==> src/rtl/ttt_pkg.sv <==
// Shared types and constants for the tic-tac-toe game controller.
// Cell n of the board is bit n of ain/bin.
package ttt_pkg;

  localparam int unsigned CELLS = 9;
  localparam int unsigned POS_W = 4;
  localparam int unsigned LINES = 8;
  localparam int unsigned CNT_W = 4;

  localparam logic [CELLS-1:0] FULL_BOARD = 9'h1FF;
  localparam logic [POS_W-1:0] LAST_CELL  = 4'd8;

  typedef enum logic [1:0] {
    PLAY_A = 2'd0,
    PLAY_B = 2'd1,
    CHECK  = 2'd2,
    DONE   = 2'd3
  } state_e;

  typedef enum logic [1:0] {
    W_NONE = 2'b00,
    W_A    = 2'b01,
    W_B    = 2'b10,
    W_DRAW = 2'b11
  } winner_e;

  // One-hot mask of a cell; out-of-range positions map to an empty mask.
  function automatic logic [CELLS-1:0] cell_mask(input logic [POS_W-1:0] pos);
    return (pos <= LAST_CELL) ? (CELLS'(1) << pos) : '0;
  endfunction

endpackage

==> src/rtl/ttt_game_ctrl_if.sv <==
// Move handshake between the input stage (master) and the game controller (slave).
interface ttt_game_ctrl_if;

  logic                       new_game;
  logic                       move_valid;
  logic [ttt_pkg::POS_W-1:0]  move_pos;
  logic                       move_ready;

  modport master (
    output new_game,
    output move_valid,
    output move_pos,
    input  move_ready
  );

  modport slave (
    input  new_game,
    input  move_valid,
    input  move_pos,
    output move_ready
  );

endinterface

==> src/rtl/ttt_turn_timer.sv <==
// Per-turn idle counter; expired flags the last allowed idle cycle.
// A TIMEOUT_CYCLES of zero never expires.
module ttt_turn_timer #(
  parameter int unsigned TIMEOUT_CYCLES = 0,
  parameter int unsigned TMR_W          = 16
) (
  input  logic clk,
  input  logic rst_n,
  input  logic clear,
  input  logic enable,
  output logic expired
);

  logic [TMR_W-1:0] count;

  always_ff @(posedge clk or negedge rst_n) begin
    if (!rst_n) begin
      count <= '0;
    end else if (clear) begin
      count <= '0;
    end else if (enable) begin
      count <= count + TMR_W'(1);
    end
  end

  assign expired = (TIMEOUT_CYCLES != 0) &&
                   (count == TMR_W'(TIMEOUT_CYCLES - 1));

endmodule

==> src/rtl/ttt_game_ctrl.sv <==
// Tic-tac-toe game controller: owns the board, alternates turns, judges the
// result from an external DetectWinner, and forfeits a player on turn timeout.
module ttt_game_ctrl
  import ttt_pkg::*;
#(
  parameter int unsigned FIRST_PLAYER   = 0,
  parameter int unsigned TIMEOUT_CYCLES = 0,
  parameter int unsigned TMR_W          = 16
) (
  input  logic                clk,
  input  logic                rst_n,
  ttt_game_ctrl_if.slave      bus,
  input  logic [LINES-1:0]    win_line,
  output logic [CELLS-1:0]    ain,
  output logic [CELLS-1:0]    bin,
  output logic                turn,
  output logic                illegal,
  output logic                game_over,
  output logic [1:0]          winner,
  output logic [LINES-1:0]    win_line_q,
  output logic [CNT_W-1:0]    move_cnt
);

  localparam state_e START_STATE = (FIRST_PLAYER != 0) ? PLAY_B : PLAY_A;
  localparam logic   START_TURN  = (FIRST_PLAYER != 0);

  state_e            state_q, state_d;
  logic [CELLS-1:0]  ain_d, bin_d;
  logic [CNT_W-1:0]  cnt_d;
  logic [1:0]        winner_d;
  logic [LINES-1:0]  wlq_d;
  logic              illegal_d;
  logic              last_q, last_d;

  logic              in_play;
  logic              mover_b;
  logic              move_hs;
  logic              move_legal;
  logic              tmr_clear;
  logic              tmr_expired;
  logic [CELLS-1:0]  occupied;
  logic [CELLS-1:0]  pos_mask;

  assign in_play    = (state_q == PLAY_A) || (state_q == PLAY_B);
  assign mover_b    = (state_q == PLAY_B);
  assign move_hs    = in_play && bus.move_valid;
  assign occupied   = ain | bin;
  assign pos_mask   = cell_mask(bus.move_pos);
  assign move_legal = (bus.move_pos <= LAST_CELL) && ((occupied & pos_mask) == '0);

  ttt_turn_timer #(
    .TIMEOUT_CYCLES (TIMEOUT_CYCLES),
    .TMR_W          (TMR_W)
  ) u_timer (
    .clk     (clk),
    .rst_n   (rst_n),
    .clear   (tmr_clear),
    .enable  (in_play),
    .expired (tmr_expired)
  );

  always_ff @(posedge clk or negedge rst_n) begin
    if (!rst_n) begin
      state_q <= START_STATE;
    end else begin
      state_q <= state_d;
    end
  end

  // Next state and board/result updates; new_game overrides everything.
  always_comb begin
    state_d   = state_q;
    ain_d     = ain;
    bin_d     = bin;
    cnt_d     = move_cnt;
    winner_d  = winner;
    wlq_d     = win_line_q;
    last_d    = last_q;
    illegal_d = 1'b0;
    tmr_clear = !in_play;

    if (bus.new_game) begin
      state_d   = START_STATE;
      ain_d     = '0;
      bin_d     = '0;
      cnt_d     = '0;
      winner_d  = W_NONE;
      wlq_d     = '0;
      last_d    = 1'b0;
      tmr_clear = 1'b1;
    end else begin
      unique case (state_q)
        PLAY_A, PLAY_B: begin
          if (move_hs && move_legal) begin
            if (mover_b) begin
              bin_d = bin | pos_mask;
            end else begin
              ain_d = ain | pos_mask;
            end
            cnt_d     = move_cnt + CNT_W'(1);
            last_d    = mover_b;
            tmr_clear = 1'b1;
            state_d   = CHECK;
          end else begin
            illegal_d = move_hs;
            // Illegal attempts keep the clock running toward forfeit.
            if (tmr_expired) begin
              state_d  = DONE;
              winner_d = mover_b ? W_A : W_B;
              wlq_d    = '0;
            end
          end
        end
        CHECK: begin
          if (win_line != '0) begin
            state_d  = DONE;
            winner_d = last_q ? W_B : W_A;
            wlq_d    = win_line;
          end else if (occupied == FULL_BOARD) begin
            state_d  = DONE;
            winner_d = W_DRAW;
          end else begin
            state_d  = last_q ? PLAY_A : PLAY_B;
          end
        end
        DONE: begin
          state_d = DONE;
        end
        default: begin
          state_d = START_STATE;
        end
      endcase
    end
  end

  // Registered outputs, decoded from the next state where they reflect it.
  always_ff @(posedge clk or negedge rst_n) begin
    if (!rst_n) begin
      ain            <= '0;
      bin            <= '0;
      move_cnt       <= '0;
      winner         <= W_NONE;
      win_line_q     <= '0;
      illegal        <= 1'b0;
      last_q         <= 1'b0;
      game_over      <= 1'b0;
      turn           <= START_TURN;
      bus.move_ready <= 1'b1;
    end else begin
      ain            <= ain_d;
      bin            <= bin_d;
      move_cnt       <= cnt_d;
      winner         <= winner_d;
      win_line_q     <= wlq_d;
      illegal        <= illegal_d;
      last_q         <= last_d;
      game_over      <= (state_d == DONE);
      bus.move_ready <= (state_d == PLAY_A) || (state_d == PLAY_B);
      if (state_d == PLAY_A) begin
        turn <= 1'b0;
      end else if (state_d == PLAY_B) begin
        turn <= 1'b1;
      end
    end
  end

  a_board_disjoint: assert property (@(posedge clk) disable iff (!rst_n) (ain & bin) == '0);

endmodule

==> src/flat_wrapper.sv <==
// flat-port wrapper written by rule: the top's interface ports become plain ports
module ttt_game_ctrl_flat import ttt_pkg::*;
#(
  parameter int unsigned FIRST_PLAYER   = 0,
  parameter int unsigned TIMEOUT_CYCLES = 0,
  parameter int unsigned TMR_W          = 16
)
  (clk, rst_n, win_line, ain, bin, turn, illegal, game_over, winner, win_line_q, move_cnt, bus_new_game, bus_move_valid, bus_move_pos, bus_move_ready);
  ttt_game_ctrl_if bus_i ();
  input  logic clk;
  input  logic rst_n;
  input  logic [LINES-1:0] win_line;
  output logic [CELLS-1:0] ain;
  output logic [CELLS-1:0] bin;
  output logic turn;
  output logic illegal;
  output logic game_over;
  output logic [1:0] winner;
  output logic [LINES-1:0] win_line_q;
  output logic [CNT_W-1:0] move_cnt;
  input wire logic [$bits(bus_i.new_game)-1:0] bus_new_game;
  input wire logic [$bits(bus_i.move_valid)-1:0] bus_move_valid;
  input wire logic [$bits(bus_i.move_pos)-1:0] bus_move_pos;
  output wire logic [$bits(bus_i.move_ready)-1:0] bus_move_ready;
  assign bus_i.new_game = bus_new_game;
  assign bus_i.move_valid = bus_move_valid;
  assign bus_i.move_pos = bus_move_pos;
  assign bus_move_ready = bus_i.move_ready;
  ttt_game_ctrl #(.FIRST_PLAYER(FIRST_PLAYER), .TIMEOUT_CYCLES(TIMEOUT_CYCLES), .TMR_W(TMR_W)) u_core (.clk(clk), .rst_n(rst_n), .bus(bus_i), .win_line(win_line), .ain(ain), .bin(bin), .turn(turn), .illegal(illegal), .game_over(game_over), .winner(winner), .win_line_q(win_line_q), .move_cnt(move_cnt));
endmodule
==> config.mk <==
export PLATFORM = sky130hd
export DESIGN_NAME = ttt_game_ctrl_flat
export DESIGN_NICKNAME = d
export VERILOG_FILES = /design/src/rtl/ttt_pkg.sv /design/src/rtl/ttt_game_ctrl_if.sv /design/src/rtl/ttt_turn_timer.sv /design/src/rtl/ttt_game_ctrl.sv /design/src/flat_wrapper.sv
export SDC_FILE = /design/constraint.sdc
export NUM_CORES = 1
export LEC_CHECK = 0
export BUFFER_PORTS_ARGS = -buffer_cell sky130_fd_sc_hd__buf_2
export CAP_MARGIN = 20
export CORE_ASPECT_RATIO = 0.75
export CORE_MARGIN = 2
export CORE_UTILIZATION = 43
export DETAILED_ROUTE_END_ITERATION = 8
export GPL_TIMING_DRIVEN = 0
export PLACE_DENSITY = 0.67
export SLEW_MARGIN = 15
export SYNTH_ARGS = -nofsm -noshare
export SYNTH_HDL_FRONTEND = slang
export SYNTH_HIERARCHICAL = 1
export SYNTH_SLANG_ARGS = --single-unit
==> constraint.sdc <==
create_clock -name clk -period 4.56 [get_ports clk]
set_clock_uncertainty 0.15 [all_clocks]
set_input_delay 0.228 -clock clk [delete_from_list [all_inputs] [get_ports clk]]
set_output_delay 0.228 -clock clk [all_outputs]
set_load 0.02 [all_outputs]
==> run_results.csv, run 1 <==
group,metric,value,unit
die,die_w,81.6,um
setup_path,crit_end,"u_core/bin[6]$_DFFE_PN0P_",
sta,setup_viol,0,
synth,postSynthCellCount,185,
cells_and_area,fin_util,53.2,%
die,die_y,62.2,um
setup_path,path_delay_family,"simple AND/OR/NAND/NOR gates",
setup_path,slowest_delay,0.69,ns
die,ios,52,
die,floorplan.die_area,5080,um^2
sta,finalSetupTns,0,ns
synth,synth_nets,202,
cells_and_area,seq_area,977,um^2
clock_tree,cts_buffers,5,
pwr,power_leakage,1.13,nW
synth,ys_warn_count,6,
detailed_routing,wirelength,4360,um
clock_tree,path_clk_slew,0.08,ns
cells_and_area,diodes,0,
place,io_buffers,48,
clock_tree,clock_latency,0.28,ns
setup_path,r2r_slack,2.21,ns
global_route,grt_max_degree,40,
cells_and_area,multiInputGateArea,890,um^2
pwr,power.density,294,nW/um^2
sta,fin_crit_sh,51.6,%
cells_and_area,design_area,2350,um^2
sta,grt_setup_unrepaired,"no",
clock_tree,htree_levels,2,
setup_path,startpoint,"u_core/bin[0]$_DFFE_PN0P_",
clock_tree,cts_root_buf,"clkbuf_8",
detailed_routing,vias_per_cell,5.37,
sta,fin_crit,2.35,ns
global_route,grt_pass1_vias,1434,
clock_tree,cts_setup_buffers,0,
global_route,antenna_found_initial,0,
detailed_routing,postRouteAntennaNets,0,
detailed_routing,drc,0,
place,placed_area,2260,um^2
clock_tree,cts.path.max_buffers,2,
setup_path,critPathBufInv,0,
clock_tree,clkSinkCount,39,
setup_path,path_cells,"or2_2 -> a22oi_2 -> nand4_4 -> nor4_4 -> a21oi_1 -> nor2_1",
setup_path,critPathRequiredTime,4.61,ns
worst_hold_path,worstHoldPathType,"in -> reg",
global_route,top_usage_layer,"met1",
setup_path,timing.rr.start,"u_core/bin[0]$_DFFE_PN0P_",
global_route,grtUsageTotal,18.8,%
global_route,grtUsageMet2,24.8,%
setup_path,crit_path_end_kind,"register",
detailed_routing,num_vias,1605,
setup_path,critPathSlowestCell,"nor4_4",
global_route,grt_pass1_wl,7310,um
die,core,4410,um^2
sta,worst_hold_slack,0.0267,ns
pwr,irDropWorstVdd,184,uV
setup_path,reg2reg_depth,6,
sta,max_slew_margin,42.6,%
flow_run,max-cap-violations,0,
sta,finalHoldViolCount,0,
cells_and_area,final_common_cell,"buf_2",
cells_and_area,layout_common_cells,"buf_2, dfrtp_1, nor2_1",
cells_and_area,drive_above_1_share,31.4,%
setup_path,cp_max_fo,10,
setup_path,r2r-end,"u_core/bin[6]$_DFFE_PN0P_",
setup_path,cp.arrival,2.41,ns
sta,maxClockFrequency,0.425,GHz
global_route,use_met1,31.2,%
clock_tree,cts_tree,"built",
place,gp_congestion,0.772,
sta,worst_pin_slew,0.860,ns
detailed_routing,drtPass1Iterations,4,
die,initial_core_util,44.0,%
sta,slew_violations,0,
die,row_count,21,
global_route,met3_usage,4.36,%
cells_and_area,nFillCells,423,
synth,netlist_area,1940,um^2
setup_path,start_kind,"register",
setup_path,crit_cells,6,
cells_and_area,synthToLayoutAreaGrowth,20.7,%
global_route,grt_overflow,0,
status,status,"completed",
synth,post_synth.cell_area_avg,10.5,um^2
place,dpl.hpwl,3150,um
cells_and_area,nNetsFinal,258,
setup_path,worstSetupPathType,"reg -> reg",
detailed_routing,post_drt_wl_per_cell,14.6,um
detailed_routing,drt_iter0_drc,141,
-- sequential cells by signal (all words and copies together) (netlist names) --
| signal | flops |
|---|---|
| u_core/ain | 9 |
| u_core/bin | 9 |
| u_core/bus.move_ready | 1 |
| u_core/game_over | 1 |
| u_core/illegal | 1 |
| u_core/last_q | 1 |
| u_core/move_cnt | 4 |
| u_core/state_q | 2 |
| u_core/turn | 1 |
| u_core/win_line_q | 8 |
| u_core/winner | 2 |
-- cell type report --
class / count / share of cell area, %
Tap cell: 57 / 3.04
Clock buffer: 7 / 3.25
Sequential cell: 39 / 41.6
Clock inverter: 1 / 0.213
Inverter: 4 / 0.640
Timing Repair Buffer: 49 / 10.7
Multi-Input combinational cell: 131 / 37.9
Buffer: 11 / 2.67
-- timing repair --
action,CTS,global route
endpoints found under the hold margin,38,0
gates resized for setup,0,0
hold buffers,1,0
-- worst min path at each step --
stage,startpoint,end,slack [ns],cells after the start
floorplan,rst_n,u_core/ain[0]$_DFFE_PN0P_,-0.22,0
global placement,rst_n,u_core/move_cnt[0]$_DFFE_PN0P_,0.25,1
detailed placement,rst_n,u_core/move_cnt[3]$_DFFE_PN0P_,0.25,1
CTS,win_line[5],u_core/win_line_q[5]$_DFFE_PN0P_,0.02,2
global route,win_line[3],u_core/win_line_q[3]$_DFFE_PN0P_,0.03,2
finish,win_line[0],u_core/win_line_q[0]$_DFFE_PN0P_,0.03,2
-- routing by layer --
layer / vias to the layer above / part of all wire, %
met2: 60 / 41
met4: 0 / 0.28
met5: - / 0
met1: 768 / 51
met3: 2 / 7.5
li1: 775 / -
-- worst register-to-register path, stage by stage, from the launching register on --
cell and delay [ns]:
dfrtp_1 0.41, or2_2 0.33, a22oi_2 0.21, nand4_4 0.22, nor4_4 0.69, a21oi_1 0.15
nor2_1 0.13
-- report_power, final --
part | internal, mW | switching [mW] | leakage, nW
Clock | 0.107 | 0.115 | 0.0422
Combinational | 0.0370 | 0.0660 | 0.558
Sequential | 0.357 | 0.00705 | 0.531
-- stage by stage --
stage          cells  power (mW)  setup WS [ns]
6_report         299       0.690           2.21
5_1_grt          299       0.725           2.07
4_1_cts          299       0.697           2.21
3_5_place_dp     290       0.474           2.24
3_3_place_gp     290       0.473           2.24
2_1_floorplan    185       0.439           2.33
No activity file was read; power rests on OpenSTA's default activity.
==> inputs of run 2 (changes only) <==
Clock period 4.56 ns to 2.2 ns, I/O delays scaled along.
==> run 2 against run 1 <==
Register-to-register slack worse by 2.2 ns; sequential cell count unchanged; power rose to 2.5 times the previous value; sequential share of layout area down 5.3 points; core utilization up 7.8 points; via count up 7.3%; routed wire length up 15%; fmax up 7.9%; sequential power up 110%; combinational power up 140%; count of clock-buffer cells in the layout down 2; setup slack worse by 2.2 ns; critical path type unchanged; largest power group unchanged; highest routed layer unchanged.
==> run_results.csv, run 2 (synthesis gave the netlist of run 1 again) <==
group,metric,value,unit
detailed_routing,wirelength,5020,um
detailed_routing,num_vias,1722,
cells_and_area,seq_area,977,um^2
sta,worst_pin_slew,0.959,ns
flow_run,max-cap-violations,0,
pwr,power.density,641,nW/um^2
sta,grt_setup_unrepaired,"yes",
global_route,grt_pass1_wl,7810,um
clock_tree,cts_tree,"built",
cells_and_area,top_regs,"u_core/ain x9, u_core/bin x9, u_core/win_line_q x8",
clock_tree,cts.path.max_buffers,2,
die,core,4410,um^2
cells_and_area,synthToLayoutAreaGrowth,38.4,%
sta,setup_viol,0,
place,placed_area,2260,um^2
worst_hold_path,worstHoldPathType,"in -> reg",
sta,finalSetupTns,0,ns
detailed_routing,drt_iter0_drc,130,
clock_tree,cts_root_buf,"clkbuf_8",
cells_and_area,diodes,0,
pwr,irDropWorstVdd,358,uV
clock_tree,cts_buffers,5,
cells_and_area,drive_above_1_share,39.3,%
cells_and_area,layout_common_cells,"buf_2, dfrtp_1, nor2_1",
sta,finalHoldViolCount,0,
sta,fin_crit,2.18,ns
cells_and_area,nFillCells,392,
setup_path,crit_path_end_kind,"register",
worst_hold_path,holdPathStages,4,
detailed_routing,drc,0,
sta,max_slew_margin,35.6,%
cells_and_area,multiInputGateArea,970,um^2
sta,fin_crit_sh,99.2,%
clock_tree,htree_levels,2,
die,floorplan.die_area,5080,um^2
die,initial_core_util,44.0,%
cells_and_area,design_area,2690,um^2
setup_path,cp.arrival,2.27,ns
global_route,grtUsageTotal,20.0,%
global_route,grt_max_degree,40,
die,die_y,62.2,um
detailed_routing,vias_per_cell,5.31,
detailed_routing,postRouteAntennaNets,0,
cells_and_area,nNetsFinal,283,
detailed_routing,wl_met2,2150,um
setup_path,reg2reg_depth,6,
setup_path,critPathRequiredTime,2.29,ns
global_route,grt_overflow,0,
cells_and_area,final_common_cell,"buf_2",
setup_path,cp_max_fo,8,
setup_path,worstSetupPathType,"reg -> reg",
place,gp_congestion,0.787,
status,status,"completed",
detailed_routing,wl_met3,305,um
clock_tree,path_clk_slew,0.08,ns
place,io_buffers,48,
die,die_w,81.6,um
die,ios,52,
detailed_routing,highest_layer,"met4",
detailed_routing,drtPass1Iterations,4,
clock_tree,clock_latency,0.30,ns
place,dpl.hpwl,3160,um
sta,slew_violations,0,
sta,maxClockFrequency,0.458,GHz
pwr,power_leakage,1.29,nW
setup_path,start_kind,"register",
detailed_routing,wirelength_met1,2520,um
global_route,antenna_found_initial,0,
detailed_routing,post_drt_wl_per_cell,15.5,um
clock_tree,clkSinkCount,39,
global_route,grt_pass1_vias,1622,
die,row_count,21,
run 2: changes by cell type in the layout (fill, tap and decap cells not counted), moves of 2 or more:
cell	change
o311ai_1	-2
buf_4	+17
or2_4	+2
clkbuf_1	-2
bufinv_16	+2
or2_2	-2
dlygate4sd3_1	+8
run 2: worst max-delay path, stage by stage, from the launching register on:
cell	delay, ns
dfrtp_1	0.41
or3b_4	0.40
o311ai_4	0.11
a21oi_4	0.14
or3_4	0.44
a31oi_4	0.28
a22o_1	0.19
run 2: repair_timing:
action,4_1_cts,5_1_grt
resized for setup,4,11
endpoints found under the setup margin,21,32
pin swaps,10,7
endpoints found under the hold margin,46,0
hold buffers,9,0
buffers inserted,5,12
run 2: per-stage QoR:
| step | cells | total power, mW | worst slack [ns] | util (%) | hold WS, ns |
|---|---|---|---|---|---|
| 3_3_place_gp | 290 | 0.980 | -0.0740 | 51.1 | 0.120 |
| 5_1_grt | 324 | 1.80 | -0.0812 | 60.9 | 0.0640 |
| 6_report | 324 | 1.73 | 0.0175 | 60.9 | 0.0415 |
| 4_1_cts | 312 | 1.71 | 0.000457 | 57.5 | 0.0357 |
| 3_5_place_dp | 290 | 0.983 | -0.0794 | 51.1 | 0.120 |
| 2_1_floorplan | 185 | 0.909 | 0.00155 | - | -0.336 |
run 2: final timing paths:
path	endpoint	from	slack, ns
max	u_core/win_line_q[5]$_DFFE_PN0P_	u_core/ain[7]$_DFFE_PN0P_	0.02
min	u_core/bin[2]$_DFFE_PN0P_	bus_move_pos[0]	0.04
max reg2reg	u_core/win_line_q[5]$_DFFE_PN0P_	u_core/ain[7]$_DFFE_PN0P_	0.02
min reg2reg	u_core/win_line_q[1]$_DFFE_PN0P_	u_core/win_line_q[1]$_DFFE_PN0P_	0.35
max in group asynchronous	u_core/bin[8]$_DFFE_PN0P_	rst_n	1.07
min in group asynchronous	u_core/win_line_q[0]$_DFFE_PN0P_	rst_n	0.30
run 2: layout make-up:
type / instances / share of cell area (%)
clock buffers: 5 / 2.56
multi-input cells: 131 / 36.0
inverters: 4 / 0.558
clock inverters: 3 / 2.51
plain buffers: 11 / 2.33
repair buffers: 74 / 17.0
flip-flops and latches: 39 / 36.3
well taps: 57 / 2.65
run 2: power breakdown:
part / leakage [nW] / total, mW / internal, mW / switching [mW]
logic: 0.690 / 0.248 / 0.0987 / 0.150
clock network: 0.0644 / 0.721 / 0.452 / 0.269
registers: 0.531 / 0.756 / 0.740 / 0.0153
run 2: layer usage:
layer	vias to the layer above	track usage [%]
met5	-	0
met4	0	3.33
met3	6	6.83
met2	49	26.6
met1	835	31.8
li1	832	-
==> inputs of run 3 (changes only) <==
Settings changed: CAP_MARGIN 20 to 40, CTS_BUF_LIST set to sky130_fd_sc_hd__clkbuf_16, SETUP_SLACK_MARGIN set to 0.4.
==> run 3 against run 2 <==
Die area is the same; power increased by 6.2%; register-to-register slack improved by 0.05 ns; routed wire length rose by 0.64%; combinational power increased by 15%; setup slack gained 0.049 ns; via count is 2.1% higher; final cell count grew 3.1%; global-route usage about the same; first-iteration DRC count decreased by 50%; sequential power about the same; critical endpoint is now u_core/win_line_q[0]$_DFFE_PN0P_; largest cell class is now multi-input gates; largest power group is now clock; highest routed layer unchanged.
==> run_results.csv, run 3 (synthesis gave the netlist of run 1 again) <==
group,metric,value,unit
status,status,"completed",
cells_and_area,diodes,0,
setup_path,worstSetupPathType,"reg -> reg",
setup_path,cp.arrival,2.20,ns
die,ios,52,
die,core,4410,um^2
die,floorplan.die_area,5080,um^2
detailed_routing,num_vias,1758,
detailed_routing,drc,0,
global_route,antenna_found_initial,0,
clock_tree,path_clk_slew,0.06,ns
place,dpl.hpwl,3200,um
setup_path,startpoint,"u_core/bin[7]$_DFFE_PN0P_",
cells_and_area,final_common_cell,"buf_2",
pwr,power_leakage,1.43,nW
sta,max_slew_margin,47.4,%
clock_tree,cts_tree,"built",
setup_path,critPathRequiredTime,2.26,ns
global_route,grt_pass1_wl,7820,um
pwr,internal-power,1.39,mW
setup_path,slowest_delay,0.41,ns
die,row_count,21,
pwr,clkPwrFrac,43.0,%
pwr,switching_share,23.9,%
cells_and_area,nNetsFinal,293,
setup_path,cp_max_fo,8,
place,gp_congestion,0.825,
sta,grt_setup_unrepaired,"yes",
detailed_routing,vias_per_cell,5.26,
sta,finalHoldViolCount,0,
sta,fin_crit,2.13,ns
setup_path,critPathBufInv,0,
pwr,irDropWorstVdd,366,uV
sta,finalSetupTns,0,ns
setup_path,crit_path_end_kind,"register",
cells_and_area,synthToLayoutAreaGrowth,51.3,%
pwr,total_switching_power,0.438,mW
cells_and_area,instances_no_fill,334,
clock_tree,htree_levels,2,
cells_and_area,layout_common_cells,"buf_2, nor2_1, dfrtp_1",
sta,setup_viol,0,
detailed_routing,postRouteAntennaNets,0,
global_route,grt_pass1_vias,1605,
place,placed_cells,292,
clock_tree,clkSinkCount,39,
pwr,p_seq_share,41.4,%
sta,slew_violations,0,
die,initial_core_util,44.0,%
cells_and_area,drive_above_1_share,48.4,%
worst_hold_path,hp-start,"bus_move_valid",
global_route,grt_max_degree,24,
sta,worst_pin_slew,0.778,ns
worst_hold_path,worstHoldPathType,"in -> reg",
clock_tree,cts_buffers,5,
detailed_routing,post_drt_wl_per_cell,15.1,um
cells_and_area,top_regs,"u_core/ain x9, u_core/bin x9, u_core/win_line_q x8",
clock_tree,clock_latency,0.28,ns
detailed_routing,wirelength,5050,um
clock_tree,cts.path.max_buffers,2,
setup_path,critPathSlowestCell,"or3b_4",
clock_tree,cts_root_buf,"clkbuf_16",
global_route,grt_overflow,0,
flow_run,max-cap-violations,0,
global_route,grtUsageTotal,20.0,%
sta,maxClockFrequency,0.469,GHz
die,die_y,62.2,um
place,io_buffers,48,
detailed_routing,drt_iter0_drc,65,
setup_path,path_delay_family,"simple AND/OR/NAND/NOR gates",
setup_path,path_cells,"or3b_4 -> o311ai_4 -> a21oi_4 -> or3_4 -> a31oi_4 -> a22o_1",
pwr,pwr-share-comb,15.6,%
setup_path,start_kind,"register",
die,die_w,81.6,um
detailed_routing,drtPass1Iterations,4,
pwr,power.density,623,nW/um^2
sta,fin_crit_sh,97.0,%
setup_path,timing.rr.start,"u_core/bin[7]$_DFFE_PN0P_",
[run 3: path summary, 6_finish.rpt]
check | endpoint | slack [ns] | depth (start not counted)
max reg2reg | u_core/win_line_q[0]$_DFFE_PN0P_ | 0.07 | 6
max | u_core/win_line_q[0]$_DFFE_PN0P_ | 0.07 | 6
min | u_core/illegal$_DFF_PN0_ | 0.09 | 3
max in group asynchronous | u_core/bus.move_ready$_DFF_PN1_ | 1.22 | 3
min in group asynchronous | u_core/ain[3]$_DFFE_PN0P_ | 0.14 | 2
min reg2reg | u_core/win_line_q[4]$_DFFE_PN0P_ | 0.34 | 1
[run 3: repair_timing]
action | 4_1_cts | 5_1_grt
setup buffers | 16 | 8
hold buffers | 9 | 0
endpoints found under the hold margin | 46 | 0
gates cloned | 1 | 0
pin swaps | 19 | 21
endpoints found under the setup margin | 38 | 39
resized for setup | 13 | 23
[run 3: power by group through the flow]
stage | sequential [mW] | combinational (mW) | clock (mW)
after global routing | 0.761 | 0.312 | 0.842
after floorplan | 0.793 | 0.121 | 0
after global placement | 0.769 | 0.216 | 0
final | 0.758 | 0.286 | 0.788
after CTS | 0.757 | 0.259 | 0.804
after detailed placement | 0.769 | 0.225 | 0
[run 3: stage by stage]
step                setup WS [ns]  hold slack (ns)  utilization, %  cell area, um^2  power [mW]
floorplan                  0.0904           -0.336               -             1990       0.915
global placement          -0.0157            0.117            52.0             2300       0.985
finish                     0.0664           0.0861            66.6             2940        1.83
detailed placement        -0.0485          -0.0858            52.8             2330       0.994
global route              -0.0193           0.0987            66.6             2940        1.92
CTS                        0.0945           0.0715            62.6             2770        1.82
[run 3: area by class of cell]
class / instances / area, um^2
Inverter: 4 / 15.0
Sequential cell: 39 / 985
Fill cell: 353 / 1470
Clock inverter: 3 / 41.3
Clock buffer: 5 / 125
Timing Repair Buffer: 84 / 581
Buffer: 11 / 62.6
Multi-Input combinational cell: 131 / 1060
Tap cell: 57 / 71.3
[run 3: worst min-delay path, delay by kind of cell]
family / cells / cell delay (ns)
AND/OR/NAND/NOR: 2 / 0.25
buffers and inverters: 1 / 0.11
[run 3: per-layer routing]
layer / vias up / part of all wire, % / GRT usage [%]
li1: 853 / - / -
met1: 862 / 51 / 32.5
met2: 39 / 44 / 27.2
met3: 4 / 4.6 / 4.36
met4: 0 / 0.44 / 4.38
met5: - / 0 / 0
